`src/rtl/alu_mdu.sv`:
```
// ALU plus iterative RISC-V M multiplier/divider behind a valid/ready request/response handshake.
// Latency: 1 cycle for logic/compare/illegal ops and DIV-class special cases, DATA_WIDTH+1 cycles for MUL/DIV iterations.
// Backpressure: in_ready only in IDLE; the result is held in DONE until out_ready, then one bubble before the next accept.
module alu_mdu #(
    parameter int DATA_WIDTH    = 32,
    parameter int OPCODE_LENGTH = 5
) (
    input  logic                     clk,
    input  logic                     reset,
    input  logic                     in_valid,
    output logic                     in_ready,
    input  logic [DATA_WIDTH-1:0]    SrcA,
    input  logic [DATA_WIDTH-1:0]    SrcB,
    input  logic [OPCODE_LENGTH-1:0] Operation,
    output logic                     out_valid,
    input  logic                     out_ready,
    output logic [DATA_WIDTH-1:0]    ALUResult,
    output logic                     DivZero
);

    localparam int W  = DATA_WIDTH;
    localparam int SW = $clog2(DATA_WIDTH);
    localparam int CW = $clog2(DATA_WIDTH);

    typedef logic [OPCODE_LENGTH-1:0] op_t;

    localparam op_t OP_AND    = op_t'(5'b00000);
    localparam op_t OP_OR     = op_t'(5'b00001);
    localparam op_t OP_ADD    = op_t'(5'b00010);
    localparam op_t OP_SUB    = op_t'(5'b00011);
    localparam op_t OP_XOR    = op_t'(5'b00100);
    localparam op_t OP_SLL    = op_t'(5'b00101);
    localparam op_t OP_SRL    = op_t'(5'b00110);
    localparam op_t OP_SRA    = op_t'(5'b00111);
    localparam op_t OP_EQ     = op_t'(5'b01000);
    localparam op_t OP_NE     = op_t'(5'b01001);
    localparam op_t OP_LT     = op_t'(5'b01010);
    localparam op_t OP_GE     = op_t'(5'b01011);
    localparam op_t OP_LTU    = op_t'(5'b01100);
    localparam op_t OP_GEU    = op_t'(5'b01101);
    localparam op_t OP_MUL    = op_t'(5'b10000);
    localparam op_t OP_MULH   = op_t'(5'b10001);
    localparam op_t OP_MULHSU = op_t'(5'b10010);
    localparam op_t OP_MULHU  = op_t'(5'b10011);
    localparam op_t OP_DIV    = op_t'(5'b10100);
    localparam op_t OP_DIVU   = op_t'(5'b10101);
    localparam op_t OP_REM    = op_t'(5'b10110);
    localparam op_t OP_REMU   = op_t'(5'b10111);

    localparam logic [CW-1:0] CNT_LAST = CW'(W - 1);
    localparam logic [W-1:0]  MOST_NEG = {1'b1, {(W-1){1'b0}}};

    typedef enum logic [1:0] {
        IDLE = 2'd0,
        BUSY = 2'd1,
        DONE = 2'd2
    } state_t;

    function automatic logic is_mul(input op_t op);
        return op inside {OP_MUL, OP_MULH, OP_MULHSU, OP_MULHU};
    endfunction

    function automatic logic is_div(input op_t op);
        return op inside {OP_DIV, OP_DIVU, OP_REM, OP_REMU};
    endfunction

    state_t          state_q, state_d;
    op_t             op_q, op_d;
    logic [2*W-1:0]  acc_q, acc_d;     // product accumulator, or remainder in the low W bits
    logic [2*W-1:0]  mc_q, mc_d;       // shifting multiplicand, or dividend/quotient in the low W bits
    logic [W-1:0]    mp_q, mp_d;       // shifting multiplier, or divisor magnitude
    logic [CW-1:0]   cnt_q, cnt_d;
    logic            neg_q, neg_d;     // negate product / quotient at completion
    logic            rneg_q, rneg_d;   // negate remainder at completion
    logic [W-1:0]    res_q, res_d;
    logic            dz_q, dz_d;

    logic [SW-1:0]   shamt;
    logic [W-1:0]    alu_res;
    logic            a_sgn, b_sgn, a_neg, b_neg, div_ovf;
    logic [W-1:0]    a_mag, b_mag;

    logic [2*W-1:0]  mul_nx, prod_fin;
    logic [W:0]      rem_sh, div_diff;
    logic            div_ok;
    logic [W-1:0]    rem_nx, quo_nx, quo_fin, rem_fin, busy_res;

    assign shamt = SrcB[SW-1:0];

    // Single-cycle class result, evaluated on the live request operands at accept.
    always_comb begin
        alu_res = '0;
        case (Operation)
            OP_AND:  alu_res = SrcA & SrcB;
            OP_OR:   alu_res = SrcA | SrcB;
            OP_ADD:  alu_res = SrcA + SrcB;
            OP_SUB:  alu_res = SrcA - SrcB;
            OP_XOR:  alu_res = SrcA ^ SrcB;
            OP_SLL:  alu_res = SrcA << shamt;
            OP_SRL:  alu_res = SrcA >> shamt;
            OP_SRA:  alu_res = $unsigned($signed(SrcA) >>> shamt);
            OP_EQ:   alu_res = W'(SrcA == SrcB);
            OP_NE:   alu_res = W'(SrcA != SrcB);
            OP_LT:   alu_res = W'($signed(SrcA) < $signed(SrcB));
            OP_GE:   alu_res = W'($signed(SrcA) >= $signed(SrcB));
            OP_LTU:  alu_res = W'(SrcA < SrcB);
            OP_GEU:  alu_res = W'(SrcA >= SrcB);
            default: alu_res = '0;
        endcase
    end

    // Operand signedness and magnitudes; the iterative engine always works on unsigned magnitudes.
    always_comb begin
        a_sgn   = Operation inside {OP_MULH, OP_MULHSU, OP_DIV, OP_REM};
        b_sgn   = Operation inside {OP_MULH, OP_DIV, OP_REM};
        a_neg   = a_sgn & SrcA[W-1];
        b_neg   = b_sgn & SrcB[W-1];
        a_mag   = a_neg ? -SrcA : SrcA;
        b_mag   = b_neg ? -SrcB : SrcB;
        div_ovf = (Operation inside {OP_DIV, OP_REM}) && (SrcA == MOST_NEG) && (&SrcB);
    end

    // One shift-add step and one restoring-division step, plus sign fix-up of the final values.
    always_comb begin
        mul_nx   = acc_q + (mp_q[0] ? mc_q : '0);
        rem_sh   = {acc_q[W-1:0], mc_q[W-1]};
        div_diff = rem_sh - {1'b0, mp_q};
        div_ok   = ~div_diff[W];
        rem_nx   = div_ok ? div_diff[W-1:0] : rem_sh[W-1:0];
        quo_nx   = {mc_q[W-2:0], div_ok};
        prod_fin = neg_q ? -mul_nx : mul_nx;
        quo_fin  = neg_q ? -quo_nx : quo_nx;
        rem_fin  = rneg_q ? -rem_nx : rem_nx;
        case (op_q)
            OP_MUL:                        busy_res = prod_fin[W-1:0];
            OP_MULH, OP_MULHSU, OP_MULHU:  busy_res = prod_fin[2*W-1:W];
            OP_DIV, OP_DIVU:               busy_res = quo_fin;
            default:                       busy_res = rem_fin;
        endcase
    end

    // Next-state and datapath update for the IDLE/BUSY/DONE controller.
    always_comb begin
        state_d = state_q;
        op_d    = op_q;
        acc_d   = acc_q;
        mc_d    = mc_q;
        mp_d    = mp_q;
        cnt_d   = cnt_q;
        neg_d   = neg_q;
        rneg_d  = rneg_q;
        res_d   = res_q;
        dz_d    = dz_q;
        case (state_q)
            IDLE: begin
                if (in_valid) begin
                    op_d = Operation;
                    if (is_mul(Operation)) begin
                        acc_d   = '0;
                        mc_d    = {{W{1'b0}}, a_mag};
                        mp_d    = b_mag;
                        cnt_d   = '0;
                        neg_d   = a_neg ^ b_neg;
                        rneg_d  = 1'b0;
                        state_d = BUSY;
                    end else if (is_div(Operation)) begin
                        if (SrcB == '0) begin
                            // Quotient all ones, remainder is the dividend.
                            res_d   = (Operation inside {OP_DIV, OP_DIVU}) ? '1 : SrcA;
                            dz_d    = 1'b1;
                            state_d = DONE;
                        end else if (div_ovf) begin
                            res_d   = (Operation == OP_DIV) ? SrcA : '0;
                            dz_d    = 1'b0;
                            state_d = DONE;
                        end else begin
                            acc_d   = '0;
                            mc_d    = {{W{1'b0}}, a_mag};
                            mp_d    = b_mag;
                            cnt_d   = '0;
                            neg_d   = a_neg ^ b_neg;
                            rneg_d  = a_neg;
                            state_d = BUSY;
                        end
                    end else begin
                        res_d   = alu_res;
                        dz_d    = 1'b0;
                        state_d = DONE;
                    end
                end
            end
            BUSY: begin
                cnt_d = cnt_q + CW'(1);
                if (is_mul(op_q)) begin
                    acc_d = mul_nx;
                    mc_d  = mc_q << 1;
                    mp_d  = mp_q >> 1;
                end else begin
                    acc_d = {{W{1'b0}}, rem_nx};
                    mc_d  = {{W{1'b0}}, quo_nx};
                end
                if (cnt_q == CNT_LAST) begin
                    res_d   = busy_res;
                    dz_d    = 1'b0;
                    state_d = DONE;
                end
            end
            DONE: begin
                if (out_ready) begin
                    state_d = IDLE;
                end
            end
            default: state_d = IDLE;
        endcase
    end

    // State and datapath registers; reset drops any operation in flight.
    always_ff @(posedge clk or posedge reset) begin
        if (reset) begin
            state_q <= IDLE;
            op_q    <= '0;
            acc_q   <= '0;
            mc_q    <= '0;
            mp_q    <= '0;
            cnt_q   <= '0;
            neg_q   <= 1'b0;
            rneg_q  <= 1'b0;
            res_q   <= '0;
            dz_q    <= 1'b0;
        end else begin
            state_q <= state_d;
            op_q    <= op_d;
            acc_q   <= acc_d;
            mc_q    <= mc_d;
            mp_q    <= mp_d;
            cnt_q   <= cnt_d;
            neg_q   <= neg_d;
            rneg_q  <= rneg_d;
            res_q   <= res_d;
            dz_q    <= dz_d;
        end
    end

    assign in_ready  = (state_q == IDLE) && !reset;
    assign out_valid = (state_q == DONE);
    assign ALUResult = res_q;
    assign DivZero   = dz_q;

endmodule
```
`config.mk`:
```
export PLATFORM = sky130hd
export DESIGN_NAME = alu_mdu
export DESIGN_NICKNAME = d
export VERILOG_FILES = /design/src/rtl/alu_mdu.sv
export SDC_FILE = /design/constraint.sdc
export NUM_CORES = 2
export LEC_CHECK = 0
export BUFFER_PORTS_ARGS = -buffer_cell sky130_fd_sc_hd__buf_2
export CAP_MARGIN = 25
export CORE_UTILIZATION = 39
export CTS_CLUSTER_DIAMETER = 150
export DETAILED_ROUTE_END_ITERATION = 8
export GPL_ROUTABILITY_DRIVEN = 0
export PLACE_DENSITY_LB_ADDON = 0.1
export SYNTH_ARGS = -nofsm -noshare
export SYNTH_HDL_FRONTEND = slang
export SYNTH_SLANG_ARGS = --single-unit
```
`constraint.sdc`:
```
create_clock -name clk -period 16.6 [get_ports clk]
set_clock_uncertainty 0.15 [all_clocks]
set_input_delay 0.83 -clock clk [delete_from_list [all_inputs] [get_ports clk]]
set_output_delay 0.83 -clock clk [all_outputs]
set_load 0.005 [all_outputs]
```
[Yosys cells after proc, flatten, opt, wreduce, memory -nomap -nowiden]
Cells that the tools add are included.
Word-level totals
  bits in registers: 207
  RAM bits: 0
  memories kept: 0
  input bits: 73
  memory bits (read-only): 0
  output and inout bits: 35
  latch bits: 0
Operators by class
  $add $sub $neg: 10
  div/mod/pow operators: 0
  mux-type cells: 68
  equality and inequality tests: 44
  bitwise operators: 7
  reduce and logical (&&, ||, !) cells: 25
  $lt $le $gt $ge: 4
  shifts and indexed selects: 3
  $mul: 0
Operators by type and width (number)
  $mux 64: 14
  $mux 32: 19
  $pmux 32 s14: 1
  $pmux 64 s2: 2
  $neg 32->32: 4
  $pmux 32 s2: 2
  $pmux 32 s3: 1
  $eq 5x5->1 const B: 15
  $add 64x64->64: 1
  $ge 32x32->1: 2
  $lt 32x32->1: 2
  $neg 64->64: 1
  $sub 33x32->33: 1
  $add 32x32->32: 1
  $and 32x32->32: 1
  $eq 32x32->1: 1
  $eq 32x32->1 const B: 1
  $logic_not 32->1: 1
  $ne 32x32->1: 1
  $or 32x32->32: 1
  $reduce_and 32->1: 1
  $shl 32x5->32: 1
  $shr 32x5->32: 1
  $sshr 32x5->32: 1
  other kinds (35): 85

[Depth between registers and ports, before layout]
  depth in word-level cells: 10
  depth in mapped cells: 26
  gate-level depth less buffers: 23

[Worst setup path before layout]
No wires, ideal clock.
  path type: input port to flip-flop
  start: input SrcB[1]
  end: register mp_q[31]
  cell stages on the path: 22
  buffers on the path: 8
  arrival time: 5.811 ns
  path slack: 10.544 ns
  required time: 16.354 ns
  library setup time: 0.096 ns
  cells stage by stage: clkbuf_1 > inv_1 > clkbuf_1 > buf_1 > buf_1 > ha_1 > or4b_2 > nor4_1 > nand4_1 > nor2_1 > and3_1 > clkbuf_1 > a31o_2 > a21oi_1 > nand3b_1 > and2_1 > clkbuf_1 > a21o_1 > clkbuf_1 > clkbuf_1 > nand2_1 > o31ai_1
Between the ends
  word-level cells in the longest chain between the ends: 8
  elaborated cells between the ends (all ways): 14
Ends and longest elaborated chain
  start, declared: RTL line 13  | input logic [DATA_WIDTH-1:0] SrcB,
  $neg 32->32: RTL line 119  | b_mag = b_neg ? -SrcB : SrcB;
  $mux 32: RTL line 119
  $mux 32: RTL line 172  | end else if (div_ovf) begin
  $mux 32: RTL line 167  | if (SrcB == '0) begin
  $mux 32: RTL line 166  | end else if (is_div(Operation)) begin
  $mux 32: RTL line 158  | if (is_mul(Operation)) begin
  $mux 32: RTL line 156  | if (in_valid) begin
  $pmux 32 s2: RTL line 154  | case (state_q)
  end signal, assigned: RTL line 235  | mp_q <= mp_d;
  end, declared: RTL line 71  | logic [W-1:0] mp_q, mp_d;
Several ways; a longest one is shown, not always the timed one. The select of a mux whose other input is x is not followed.
A chain may end at the register's enable or synchronous reset.

[Final worst setup path]
  start: register mc_q[31]
  end: register res_q[30], in the netlist ALUResult[30]
Between the ends
  word-level cells in the longest chain between the ends: 7
  elaborated cells between the ends (all ways): 14
Ends and longest elaborated chain
  start, declared: RTL line 70  | logic [2*W-1:0] mc_q, mc_d;
  start signal, assigned: RTL line 234  | mc_q <= mc_d;
  $mux 64 or $sub 33x32->33 (tied branches): RTL line 125, 127
  $add 64x64->64 (tied with other cells): RTL line 125  | mul_nx = acc_q + (mp_q[0] ? mc_q : '0);
  $neg 64->64 (tied with other cells): RTL line 131  | prod_fin = neg_q ? -mul_nx : mul_nx;
  $mux 64 (tied with other cells): RTL line 131
  $pmux 32 s3 (*): RTL line 134  | case (op_q)
  $mux 32 (*): RTL line 202  | if (cnt_q == CNT_LAST) begin
  $pmux 32 s2 (*): RTL line 154
  end signal, assigned: RTL line 239  | res_q <= res_d;
  end, declared: RTL line 75  | logic [W-1:0] res_q, res_d;
Mark *: on every way between the ends. The rest lies on a longest branch, timed or not. The select of a mux whose other input is x is not followed.

==> flow_metrics.env <==
export IMPL_status="finished, final reports clean"
export IMPL_antenna_found_initial=5
export IMPL_gr_total_overflow=0
export IMPL_endpoint_kind="flop"
export IMPL_p_comb_frac=0.677
export IMPL_synthesis_nets=4636
export IMPL_fin_crit_sh=0.422
export IMPL_die_width_um=281
export IMPL_seqPwrFrac=0.188
export IMPL_cp_top_family="compound AO/OA/AOI/OAI gates"
export IMPL_grt_usage=0.363
export IMPL_cts_resized=0
export IMPL_max_stage_delay_ps=600
export IMPL_reg2reg_slack_ps=9590
export IMPL_hold_class="input port to asynchronous set/reset pin"
export IMPL_reg2reg_depth=24
export IMPL_wl_per_cell_um=28.0
export IMPL_maxCapViolCount=0
export IMPL_worstReg2RegEnd="ALUResult[30]"
export IMPL_cts_tree="built"
export IMPL_worst_slack_ps=9590
export IMPL_worstPathCellList="inv_1, ha_1, inv_1, fa_1, a21oi_1, o22ai_1, a21oi_1, a21o_1, o2111ai_1, o211ai_1, buf_4, inv_1, buf_4, nand2_1, nand2_1, inv_1, ha_1, nor4b_1, a31oi_1, nor3_1, a31oi_1, xnor2_1, nand2_1, a311oi_1"
export IMPL_clkPwrFrac=0.134
export IMPL_grtUsageMet1=0.470
export IMPL_syn_cell_area_um2=30300
export IMPL_synth_edff_count=0
export IMPL_tns_ps=0
export IMPL_ys_ff_latch=207
export IMPL_post_cts_buffers=0
export IMPL_slowest_stage="buf_4"
export IMPL_drive_gt1_frac=0.0706
export IMPL_drt_iter0_markers=4464
export IMPL_postCtsHoldBufs=0
export IMPL_syn_inst=4358
export IMPL_crit_path_start="mc_q[31]"
export IMPL_clock_sinks=207
export IMPL_p_per_area_nw_per_um2=151
export IMPL_place_ws_ps=9370
export IMPL_endpoint="ALUResult[30]"
export IMPL_mostFrequentLayoutCell="a21oi_1"
export IMPL_worstSetupPathType="flop to flop"
export IMPL_initial_core_util=0.397
export IMPL_area_delta_synth_final_pct=7.12
export IMPL_finalNetCount=4508
export IMPL_numCtsBuffers=28
export IMPL_switching_share=0.573
export IMPL_cp_arrival_ps=7340
export IMPL_via_per_inst=6.57
export IMPL_rsz0062_at_grt="no"
export IMPL_setup_viol=0
export IMPL_finalInstanceArea_um2=32500
export IMPL_worstMarginPinSlew_ps=1220
export IMPL_core_region_area_um2=76500
export IMPL_final_cell_mix="474 x a21oi_1, 438 x nor2_1, 433 x nand2_1, 419 x o21ai_0, 206 x dfrtp_1"
export IMPL_synthFlopType="dfrtp_1"
export IMPL_synthDistinctLibCells=85
export IMPL_synth_seq_area_share=0.171
export IMPL_finalHoldViolations=0
export IMPL_io_pins=108
export IMPL_fp_row_count=101
export IMPL_first_pass_iters=9
export IMPL_vias=34700
export IMPL_vdd_drop_max_uv=94.7
export IMPL_hpwl_mm=113
export IMPL_yosysWarnings=0
export IMPL_power_switching_mw=2.81
export IMPL_max_freq_mhz=143
export IMPL_crit_buf_inv=6
export IMPL_rr_startpoint="mc_q[31]"
export IMPL_finalNonFillerCells=5283
export IMPL_crit_fanout=60
export IMPL_grt_use_met3=0.0575
export IMPL_slew_headroom=0.176
export IMPL_htree_levels=1
export IMPL_critical_path_required_ps=16930
export IMPL_routed_wl_mm=148
export IMPL_final_antenna_net_count=0
export IMPL_clkTransAtPathRegs_ps=60
export IMPL_critPathLaunchType="flop"
export IMPL_placement_cell_area_um2=31500
export IMPL_grt_util_met2=0.561
export IMPL_port_buffers=107
export IMPL_drc=0
export IMPL_p_int_mw=2.09
export IMPL_async_flop_share=1.00
export IMPL_die_area_um2=78900
export IMPL_grt_busiest_layer="met2"
export IMPL_final_core_util=0.425
export IMPL_dp_cells=5229
export IMPL_holdWs_ps=212
export IMPL_syn_avg_cell_area_um2=6.96
export IMPL_finalPower_mw=4.91
export IMPL_die_height_um=281
export IMPL_grt_pass1_wl_mm=214
export IMPL_cts_buffer_depth=3
export IMPL_p_leak_nw=13.6
export IMPL_cp_depth=24
export IMPL_min_period_ps=7010
export IMPL_grt_pass1_vias=31800
export IMPL_crit_top_cell="inv_1"
export IMPL_drv_slew=0
export IMPL_clockRootBuffer="clkbuf_16"
export IMPL_grt_max_degree=91
export IMPL_insertion_delay_ps=590
## Yosys cell counts, drive strengths merged, types with 28 or more instances
cell / instances / share of area
o21ai: 423 / 0.070
nand2: 433 / 0.054
and3: 28 / 0.0058
a221o: 30 / 0.0099
ha: 201 / 0.083
nor2: 441 / 0.055
a221oi: 42 / 0.012
and2: 100 / 0.021
nor3: 95 / 0.016
xnor2: 165 / 0.048
a21oi: 474 / 0.078
or3: 54 / 0.011
o211ai: 59 / 0.015
o31ai: 52 / 0.013
a21o: 67 / 0.017
dfrtp: 207 / 0.17
nor4: 36 / 0.0074
nand4: 46 / 0.0095
buf: 36 / 0.0045
nand2b: 36 / 0.0074
a31oi: 52 / 0.011
nand3: 108 / 0.018
o221ai: 30 / 0.0087
a211oi: 51 / 0.013
inv: 172 / 0.021
clkbuf: 293 / 0.036
mux2i: 95 / 0.031
a22o: 54 / 0.016
xor2: 77 / 0.022
## registers in the layout, indices dropped and copies added (netlist names), 2 cells and up
register   flops
cnt_q          5
op_q           5
acc_q         64
mp_q          32
state_q        2
mc_q          64
ALUResult     32
## logic make-up (layout without fill, tap and decap cells)
group	count (synthesis)	in the layout	synth area share
XOR/XNOR	242	242	0.0699
AO/OA/AOI/OAI	1591	1591	0.333
AND/OR/NAND/NOR	1489	1489	0.232
adder cells (fa/ha/maj)	205	205	0.0856
other	0	1	0
flip-flops	207	207	0.171
multiplexers	122	122	0.0458
buffers and inverters	502	396	0.0623
## per-layer routing
metal	wire length, µm	vias to the layer above	share of wire
met5	40	-	0.00027
met4	10900	6	0.073
met3	13300	444	0.090
met2	64000	1934	0.43
met1	59700	16500	0.40
li1	-	15800	-
## final cells by class
cell class	instances	area, µm²
well taps	1030	1290
fillers	8185	44000
clock inverters	15	169
repair buffers	171	1040
diodes	1	2.50
multi-input cells	3649	23300
flip-flops and latches	207	5180
clock buffers	37	816
inverters	173	657
## worst min-delay path by stage
stage / from / endpoint / slack (ps)
final: reset / mc_q[33] / 210
after CTS: reset / acc_q[34] / 240
after detailed placement: acc_q[39] / acc_q[39] / 330
after floorplan: acc_q[32] / acc_q[32] / 310
after global placement: acc_q[39] / acc_q[39] / 320
after global routing: reset / mc_q[33] / 270
## power by group through the flow
stage / Clock (mW) / Sequential [mW] / Combinational [mW]
floorplan: 0 / 0.766 / 2.15
global placement: 0 / 0.920 / 3.20
detailed placement: 0 / 0.919 / 3.19
CTS: 0.667 / 0.911 / 3.21
global route: 0.681 / 0.931 / 3.53
finish: 0.658 / 0.925 / 3.32
Note: power is estimated with default switching activity, not from simulation.
